[config.mk]
export PLATFORM = sky130hd
export DESIGN_NAME = rv_out_trace
export DESIGN_NICKNAME = d
export VERILOG_FILES = /design/src/rtl/rv_out_trace_pkg.sv /design/src/rtl/rv_trace_fifo.sv /design/src/rtl/rv_out_trace.sv
export SDC_FILE = /design/constraint.sdc
export NUM_CORES = 1
export LEC_CHECK = 0
export BUFFER_PORTS_ARGS = -buffer_cell sky130_fd_sc_hd__buf_2
export CAP_MARGIN = 40
export CORE_UTILIZATION = 66
export CTS_CLUSTER_DIAMETER = 30
export DETAILED_ROUTE_END_ITERATION = 10
export PLACE_DENSITY = 0.82
export SETUP_SLACK_MARGIN = 0.1
export SLEW_MARGIN = 20
export SYNTH_ARGS = -nofsm -noshare
export SYNTH_HDL_FRONTEND = slang
export SYNTH_SLANG_ARGS = --single-unit
[constraint.sdc]
create_clock -name clk -period 12.45 [get_ports clk]
set_input_delay 2.49 -clock clk [delete_from_list [all_inputs] [get_ports clk]]
set_output_delay 2.49 -clock clk [all_outputs]
set_load 0.01 [all_outputs]
[src/rtl/rv_out_trace_pkg.sv]
// Shared definitions for the CPU output-bus trace logger: default sizes, entry
// field layout, logging event kinds and elaboration-time helpers.
package rv_out_trace_pkg;

   localparam int OUT_W_DEF  = 10;
   localparam int TS_W_DEF   = 16;
   localparam int DEPTH_DEF  = 8;
   localparam int DROP_W_DEF = 8;

   // Entry layout, LSB first: wrap flag, timestamp, captured output value.
   localparam int WRAP_POS = 0;
   localparam int TS_LSB   = 1;

   typedef enum logic [1:0] {
      EV_NONE  = 2'd0,
      EV_WRITE = 2'd1,
      EV_DROP  = 2'd2
   } log_ev_e;

   function automatic int entry_w(input int out_w, input int ts_w);
      return out_w + ts_w + 1;
   endfunction

   function automatic bit depth_ok(input int depth);
      return (depth >= 2) && ((depth & (depth - 1)) == 0);
   endfunction

endpackage

[src/rtl/rv_trace_fifo.sv]
// Synchronous show-ahead FIFO: dout always presents the oldest entry.
// Pointers rely on DEPTH being a power of two so they wrap naturally.
module rv_trace_fifo #(
   parameter int WIDTH = 27,
   parameter int DEPTH = 8
) (
   input  logic                     clk,
   input  logic                     reset,
   input  logic                     push,
   input  logic                     pop,
   input  logic [WIDTH-1:0]         din,
   output logic [WIDTH-1:0]         dout,
   output logic [$clog2(DEPTH):0]   count,
   output logic                     full,
   output logic                     empty
);

   localparam int AW = $clog2(DEPTH);

   logic [WIDTH-1:0] mem_r [DEPTH];
   logic [AW-1:0]    wr_ptr_r;
   logic [AW-1:0]    rd_ptr_r;
   logic [AW:0]      count_r;
   logic             push_ok_s;
   logic             pop_ok_s;

   // A full FIFO still accepts a push when the head leaves in the same cycle.
   always_comb begin
      pop_ok_s  = pop && (count_r != '0);
      push_ok_s = push && ((count_r != (AW+1)'(DEPTH)) || pop_ok_s);
   end

   // Storage, pointers and occupancy.
   always_ff @(posedge clk) begin
      if (!reset) begin
         for (int i = 0; i < DEPTH; i++) begin
            mem_r[i] <= '0;
         end
         wr_ptr_r <= '0;
         rd_ptr_r <= '0;
         count_r  <= '0;
      end else begin
         if (push_ok_s) begin
            mem_r[wr_ptr_r] <= din;
            wr_ptr_r        <= wr_ptr_r + AW'(1);
         end
         if (pop_ok_s) begin
            rd_ptr_r <= rd_ptr_r + AW'(1);
         end
         case ({push_ok_s, pop_ok_s})
            2'b10:   count_r <= count_r + (AW+1)'(1);
            2'b01:   count_r <= count_r - (AW+1)'(1);
            default: count_r <= count_r;
         endcase
      end
   end

   assign dout  = mem_r[rd_ptr_r];
   assign count = count_r;
   assign full  = (count_r == (AW+1)'(DEPTH));
   assign empty = (count_r == '0);

endmodule

[src/rtl/rv_out_trace.sv]
// Trace logger for the CPU output bus: timestamps every value change into a
// show-ahead buffer drained by valid/ready, with sticky overflow accounting.
module rv_out_trace
   import rv_out_trace_pkg::*;
#(
   parameter int OUT_W  = OUT_W_DEF,
   parameter int TS_W   = TS_W_DEF,
   parameter int DEPTH  = DEPTH_DEF,
   parameter int DROP_W = DROP_W_DEF
) (
   input  logic                    clk,
   input  logic                    reset,
   input  logic                    enable,
   input  logic [OUT_W-1:0]        cpu_out,
   output logic                    rd_valid,
   input  logic                    rd_ready,
   output logic [OUT_W-1:0]        rd_data,
   output logic [TS_W-1:0]         rd_ts,
   output logic                    rd_wrap,
   output logic [$clog2(DEPTH):0]  count,
   output logic                    overflow,
   output logic [DROP_W-1:0]       drop_cnt,
   input  logic                    clr_ovf
);

   localparam int ENTRY_W  = entry_w(OUT_W, TS_W);
   localparam int DATA_LSB = TS_LSB + TS_W;

   if (!depth_ok(DEPTH)) begin : g_bad_depth
      $error("rv_out_trace: DEPTH must be a power of two and at least 2");
   end

   logic [TS_W-1:0]    ts_r;
   logic               wrap_pend_r;
   logic [OUT_W-1:0]   prev_out_r;
   logic               primed_r;
   logic               overflow_r;
   logic [DROP_W-1:0]  drop_cnt_r;

   logic               log_s;
   logic               pop_s;
   logic               push_s;
   log_ev_e            ev_s;
   logic [ENTRY_W-1:0] din_s;
   logic [ENTRY_W-1:0] dout_s;
   logic               fifo_full_s;
   logic               fifo_empty_s;

   // Change detection and the write/drop decision for this cycle.
   always_comb begin
      log_s = 1'b0;
      ev_s  = EV_NONE;
      if (enable) begin
         log_s = !primed_r || (cpu_out != prev_out_r);
      end else begin
         log_s = 1'b0;
      end
      pop_s = !fifo_empty_s && rd_ready;
      if (!log_s) begin
         ev_s = EV_NONE;
      end else if (!fifo_full_s || pop_s) begin
         ev_s = EV_WRITE;
      end else begin
         ev_s = EV_DROP;
      end
      push_s = (ev_s == EV_WRITE);
      din_s  = {cpu_out, ts_r, wrap_pend_r};
   end

   // Timestamp, wrap tracking, change history and overflow accounting.
   always_ff @(posedge clk) begin
      if (!reset) begin
         ts_r        <= '0;
         wrap_pend_r <= 1'b0;
         prev_out_r  <= '0;
         primed_r    <= 1'b0;
         overflow_r  <= 1'b0;
         drop_cnt_r  <= '0;
      end else begin
         ts_r <= ts_r + TS_W'(1);
         if (enable) begin
            prev_out_r <= cpu_out;
            primed_r   <= 1'b1;
         end
         // A rollover in the same cycle as a write must survive for the next entry.
         if (ts_r == {TS_W{1'b1}}) begin
            wrap_pend_r <= 1'b1;
         end else if (push_s) begin
            wrap_pend_r <= 1'b0;
         end
         case (ev_s)
            EV_DROP: begin
               overflow_r <= 1'b1;
               if (clr_ovf) begin
                  drop_cnt_r <= DROP_W'(1);
               end else if (drop_cnt_r != {DROP_W{1'b1}}) begin
                  drop_cnt_r <= drop_cnt_r + DROP_W'(1);
               end
            end
            default: begin
               if (clr_ovf) begin
                  overflow_r <= 1'b0;
                  drop_cnt_r <= '0;
               end
            end
         endcase
      end
   end

   rv_trace_fifo #(
      .WIDTH (ENTRY_W),
      .DEPTH (DEPTH)
   ) u_fifo (
      .clk   (clk),
      .reset (reset),
      .push  (push_s),
      .pop   (pop_s),
      .din   (din_s),
      .dout  (dout_s),
      .count (count),
      .full  (fifo_full_s),
      .empty (fifo_empty_s)
   );

   assign rd_valid = !fifo_empty_s;
   assign rd_data  = dout_s[DATA_LSB +: OUT_W];
   assign rd_ts    = dout_s[TS_LSB +: TS_W];
   assign rd_wrap  = dout_s[WRAP_POS];
   assign overflow = overflow_r;
   assign drop_cnt = drop_cnt_r;

endmodule

---- Word level (Yosys, flattened, before mapping) ----
Memories as Yosys holds them, arrays and structs flattened. A register that Yosys moved wholly into a read port is not among the register bits.
Cells that the tools add are included.
storage, ports and cells
  register bits after elaboration ......... 47
  memory bits (writable) .................. 216
  output and inout port bits .............. 41
  word-level logic and storage cells ...... 63
  memories ................................ 1
memories
  memory        depth  width  rd ports  clocked after Yosys merged registers in  write ports  line                 text
  u_fifo.mem_r  8      27     1         1                                        8            rv_trace_fifo.sv:20  logic [WIDTH-1:0] mem_r [DEPTH];
cells by class
  $add $sub $neg .......................... 6
  equality and inequality tests ........... 9
  mux-type cells .......................... 21
  reductions and logical operators ........ 17
operators by type and width
  operator                                              number
  two-way mux 8 bit                                     4
  two-way mux 27 bit                                    1
  OR reduction 27 bit                                   1
  adder 16 x 1 -> 16 bit (second input constant)        1
  equality test 16 bit (second input constant)          1
  two-way mux 1 bit                                     10
  != test 10 bit                                        1
  two-way mux 3 bit                                     3
  adder 8 x 1 -> 8 bit (second input constant)          1
  != test 8 bit (second input constant)                 1
  case mux 4 bit (2 select lines)                       1
  nonzero test 2 bit                                    4
  adder 3 x 1 -> 3 bit (second input constant)          2
  adder 4 x 1 -> 4 bit (second input constant)          1
  equality test 2 x 1 -> 1 bit (second input constant)  2
  equality test 2 bit (second input constant)           2
  equality test 4 bit (second input constant)           1
  zero test 4 bit                                       1
  two-way mux 2 bit                                     2
  != test 4 bit (second input constant)                 1
  nonzero test 4 bit                                    1
  subtractor 4 x 1 -> 4 bit (second input constant)     1
  logical AND 1 bit                                     3
  zero test 1 bit                                       3
  2 further kinds                                       4

---- Logic depth before layout (Yosys ltp) ----
  depth after elaboration ................. 13
  mapped depth ............................ 12
  depth with buffers taken out ............ 11

---- Modules after synthesis ----
A second synthesis with hierarchy kept.
unflattened totals
  cells, all modules ...................... 828
  area, all modules ....................... 12313.1 µm²
modules (own cells, without submodules)
  module         times used  cells each  area each (µm²)  seq. area each (µm²)
  rv_trace_fifo  1           645         10557.6          6746.5
  rv_out_trace   1           183         1755.4           740.7

---- Worst setup path after synthesis ----
OpenSTA, ideal clock, no wires.
  path kind ............................... input -> register
  start ................................... in cpu_out[5]
  end ..................................... mem u_fifo.mem_r[3][0] (enable)
  setup time .............................. 449 ps
  arrival ................................. 5165 ps
  data required time ...................... 12001 ps
  path slack .............................. 6837 ps
  stages .................................. 7
  path buffers ............................ 2
  cells stage by stage .................... xnor2_1 nand4_1 or3_1 buf_4 nand4_2 buf_6 o21ai_0
RTL lines
  item                line                 text
  start: declaration  rv_out_trace.sv:14   input logic [OUT_W-1:0] cpu_out,
  end: declaration    rv_trace_fifo.sv:20

==> out/results.tsv <==
stage	metric	value	unit
global_route	grt total ovfl	0	
pwr	leakage	4.83	nW
pwr	Worst VDD drop	0.000142	V
drt	Initial DRT Pass Iterations	5	
synthesis	mean area per synthesized cell	13.3	µm²
drt	DRC viols	0	
worst_setup_path	CP Data Required Time	9960	ps
worst_setup_path	FF-to-FF End	u_fifo.mem_r[0][5]	
worst_setup_path	top fanout value on the critical path	23	
clocking	post-CTS setup buffer count	0	
pwr	total power	2.57	mW
worst_setup_path	R2R Setup Slk	9400	ps
place	IO buf count	55	
die	# rows	48	
finish	Final Net Count	975	
global_route	initial antenna violation count	0	
synthesis	#FFs+latches synth	266	
die	Die Wd	136	µm
die	area of the die	18400	µm²
clocking	number of gates resized after CTS	0	
timing	Period minus WS final	5280	ps
die	Core Region	17400	µm²
timing	Worst Clk Skew	19.6	ps
flow_run	max_cap viols	0	
drt	DRT iter0 DRCs	573	
worst_setup_path	Worst setup SP type	flop	
timing	Slew headroom	44.4	%
place	Area after DPL	12200	µm²
finish	post-route insts no fill	1211	
min_path	Hold Path Class	flop to flop	
synthesis	Post-Syn Area	11800	µm²
pwr	Pwr Density	189	nW/µm²
die	die height	136	µm
synthesis	FFs w/ async S/R, synth	0	%
die	Ports	56	
finish	Layout area overhead	15.2	%
drt	Routed WL	26.3	mm
worst_setup_path	critical path class	flop to primary output	
worst_setup_path	CP max stage delay	610	ps
finish	fraction of layout cells with a size suffix above 1	23.8	%
min_path	hold-critical path endpoint	overflow	
run_status	status	complete, no violations	
timing	fin crit share	42.4	%
clocking	clock tree from TritonCTS	built	
synthesis	Primary FF master, synth	edfxtp_1	
min_path	min-delay src	overflow	
worst_setup_path	r2r startpoint	u_fifo.count[0]	
worst_setup_path	CP Capture Type	primary output	
timing	Final TNS setup	0	ps
clocking	htree depth	2	
drt	drt wl/cell	21.7	µm
min_path	WHS Path Cells	2	
worst_setup_path	Worst path slowest cell	mux4_2	
synthesis	number of flops mapped to enable cells by yosys	216	
worst_setup_path	cells along the critical path	buf_4, buf_12, mux4_2, mux2_2, buf_2	
drt	via count	7408	
place	routability cong.	0.804	
place	dpl hpwl	15.4	mm
worst_setup_path	CP arrival	2790	ps
timing	RSZ-0062 raised after global routing	no	
timing	Max Freq	0.189	GHz
synthesis	Synthesized Nets	914	
timing	Worst-Margin Slew	835	ps
drt	vias per cell	6.12	
clocking	clk root buf	clkbuf_16	
global_route	Overall Global Routing Usage	30.4	%
place	dpl cells	1131	
worst_setup_path	CP top delay family	multiplexers	
global_route	global-route wire length before repair	41.3	mm
clocking	TritonCTS buffer count	43	
clocking	Clock Latency Late Sink	530	ps
global_route	largest net degree at the start of global routing	57	
finish	fill count	983	
synthesis	Mapped Cells	891	
timing	Slew Limit Fails	0	
worst_setup_path	Bufs and invs on worst path	3	
timing	setup violators final	0	
finish	# diodes	0	
clocking	clock sink count	266	
clocking	clk slew on worst S/H paths	50	ps
synthesis	register area share after synthesis	63.4	%
synthesis	library cells used by synthesis	44	
finish	Final Cell Area	13600	µm²
global_route	vias in the first global route	7732	
clocking	# hold bufs at CTS	0	
synthesis	total number of yosys warnings	0	
drt	post-route ant nets	0	
clocking	clk buf depth	3	
timing	final hold viol count	0	
worst_setup_path	reg2reg path depth	7	
die	starting density of the core	67.8	%
## area by class of cell
type	instances	area [µm²]	share of cell area (%)
sequential	266	7490	55.1
multi-input combinational	558	3950	29.1
clock buffer	58	1180	8.71
timing repair buffer	75	465	3.42
tap	225	282	2.07
clock inverter	21	200	1.47
inverter	8	30.0	0.221
## power breakdown
part | switching [mW] | total, mW | leakage, nW | internal, mW
Clock | 0.399 | 1.13 | 0.666 | 0.730
Combinational | 0.203 | 0.388 | 1.53 | 0.186
Sequential | 0.0364 | 1.05 | 2.64 | 1.02
## registers in the layout (all words and copies together), names as in the netlist, named ones only
register	cells
u_fifo.wr_ptr_r	3
drop_cnt	8
u_fifo.count	4
prev_out_r	10
ts_r	16
primed_r	1
u_fifo.mem_r	216
wrap_pend_r	1
overflow	1
u_fifo.rd_ptr_r	3
## layout by cell type (no fill, tap or decap), types with 5 or more instances in the layout
master,count
nand3_1,19
mux2i_1,13
nand4_1,6
nand2_1,76
o21ai_0,5
xor2_1,7
buf_4,16
clkbuf_16,45
edfxtp_1,216
inv_1,8
xnor2_1,21
and2_1,20
mux2_2,28
o21ai_2,8
nor2_1,227
dfxtp_1,48
clkbuf_1,12
nor2b_1,14
clkinv_2,6
buf_2,55
nor3_1,11
mux4_2,54
ha_1,7
## synth_stat cells (2+ instances only)
library cell	instances	area, µm²
xnor2_1	21	184
mux4_2	54	1220
inv_1	8	30.0
ha_1	7	87.6
and3_1	3	18.8
dfxtp_1	50	1000
nand3b_1	2	15.0
nand4b_1	2	17.5
a21boi_0	4	30.0
buf_2	16	80.1
nor2_1	227	852
nand2_1	76	285
nor3_1	11	55.1
xor2_1	7	61.3
mux2_2	28	315
buf_1	4	15.0
buf_6	15	169
or3_1	3	18.8
a21o_1	4	30.0
clkbuf_1	18	67.6
a21oi_1	4	20.0
nand3_1	19	95.1
nand4_1	6	37.5
nor2b_1	15	93.8
o21ai_0	13	65.1
buf_4	6	45.0
nand2b_1	4	25.0
edfxtp_1	216	6490
nor4_1	2	12.5
mux2i_1	13	130
and2_1	20	125
## per-stage QoR
step | utilization, % | setup WS [ps] | hold slack (ps)
CTS | 78.0 | 6990 | 489
floorplan | - | 6840 | 440
finish | 78.1 | 7170 | 483
global placement | 69.8 | 7170 | 466
detailed placement | 70.1 | 7160 | 481
global route | 78.1 | 7010 | 522
## metal layers
layer,global-route usage [%],part of all wire (%),vias up
met5,0,0,-
li1,-,-,3320
met4,14.4,3.5,0
met3,5.87,7.5,67
met1,37.6,37,3659
met2,51.6,52,362
## cells by family (layout without fill, tap and decap cells)
kind of cell / after synthesis / count (layout) / synth area share [%]
flip-flops: 266 / 266 / 63.4
buffers and inverters: 67 / 162 / 3.44
multiplexers: 95 / 95 / 14.1
adder cells (fa/ha/maj): 8 / 8 / 0.911
AO/OA/AOI/OAI: 30 / 30 / 1.58
AND/OR/NAND/NOR: 397 / 397 / 14.6
XOR/XNOR: 28 / 28 / 2.08
## worst register-to-register path, cell delays in order (launching register included)
cell,delay [ps]
dfxtp_1,410
nor3_1,100
nand3b_1,340
and2_1,350
nand3_2,90
buf_4,370
o21ai_2,690
buf_4,370
## worst max path at each step
| stage | start | end | cells past startpoint |
|---|---|---|---|
| after floorplan | cpu_out[5] | u_fifo.mem_r[3][0] | 7 |
| after global placement | cpu_out[5] | u_fifo.mem_r[0][10] | 8 |
| after detailed placement | cpu_out[5] | u_fifo.mem_r[0][7] | 8 |
| after CTS | flop | rd_data[2] | 4 |
| after global routing | flop | rd_data[2] | 5 |
| final | flop | rd_data[2] | 5 |
Power figures use the tool's default switching activity.
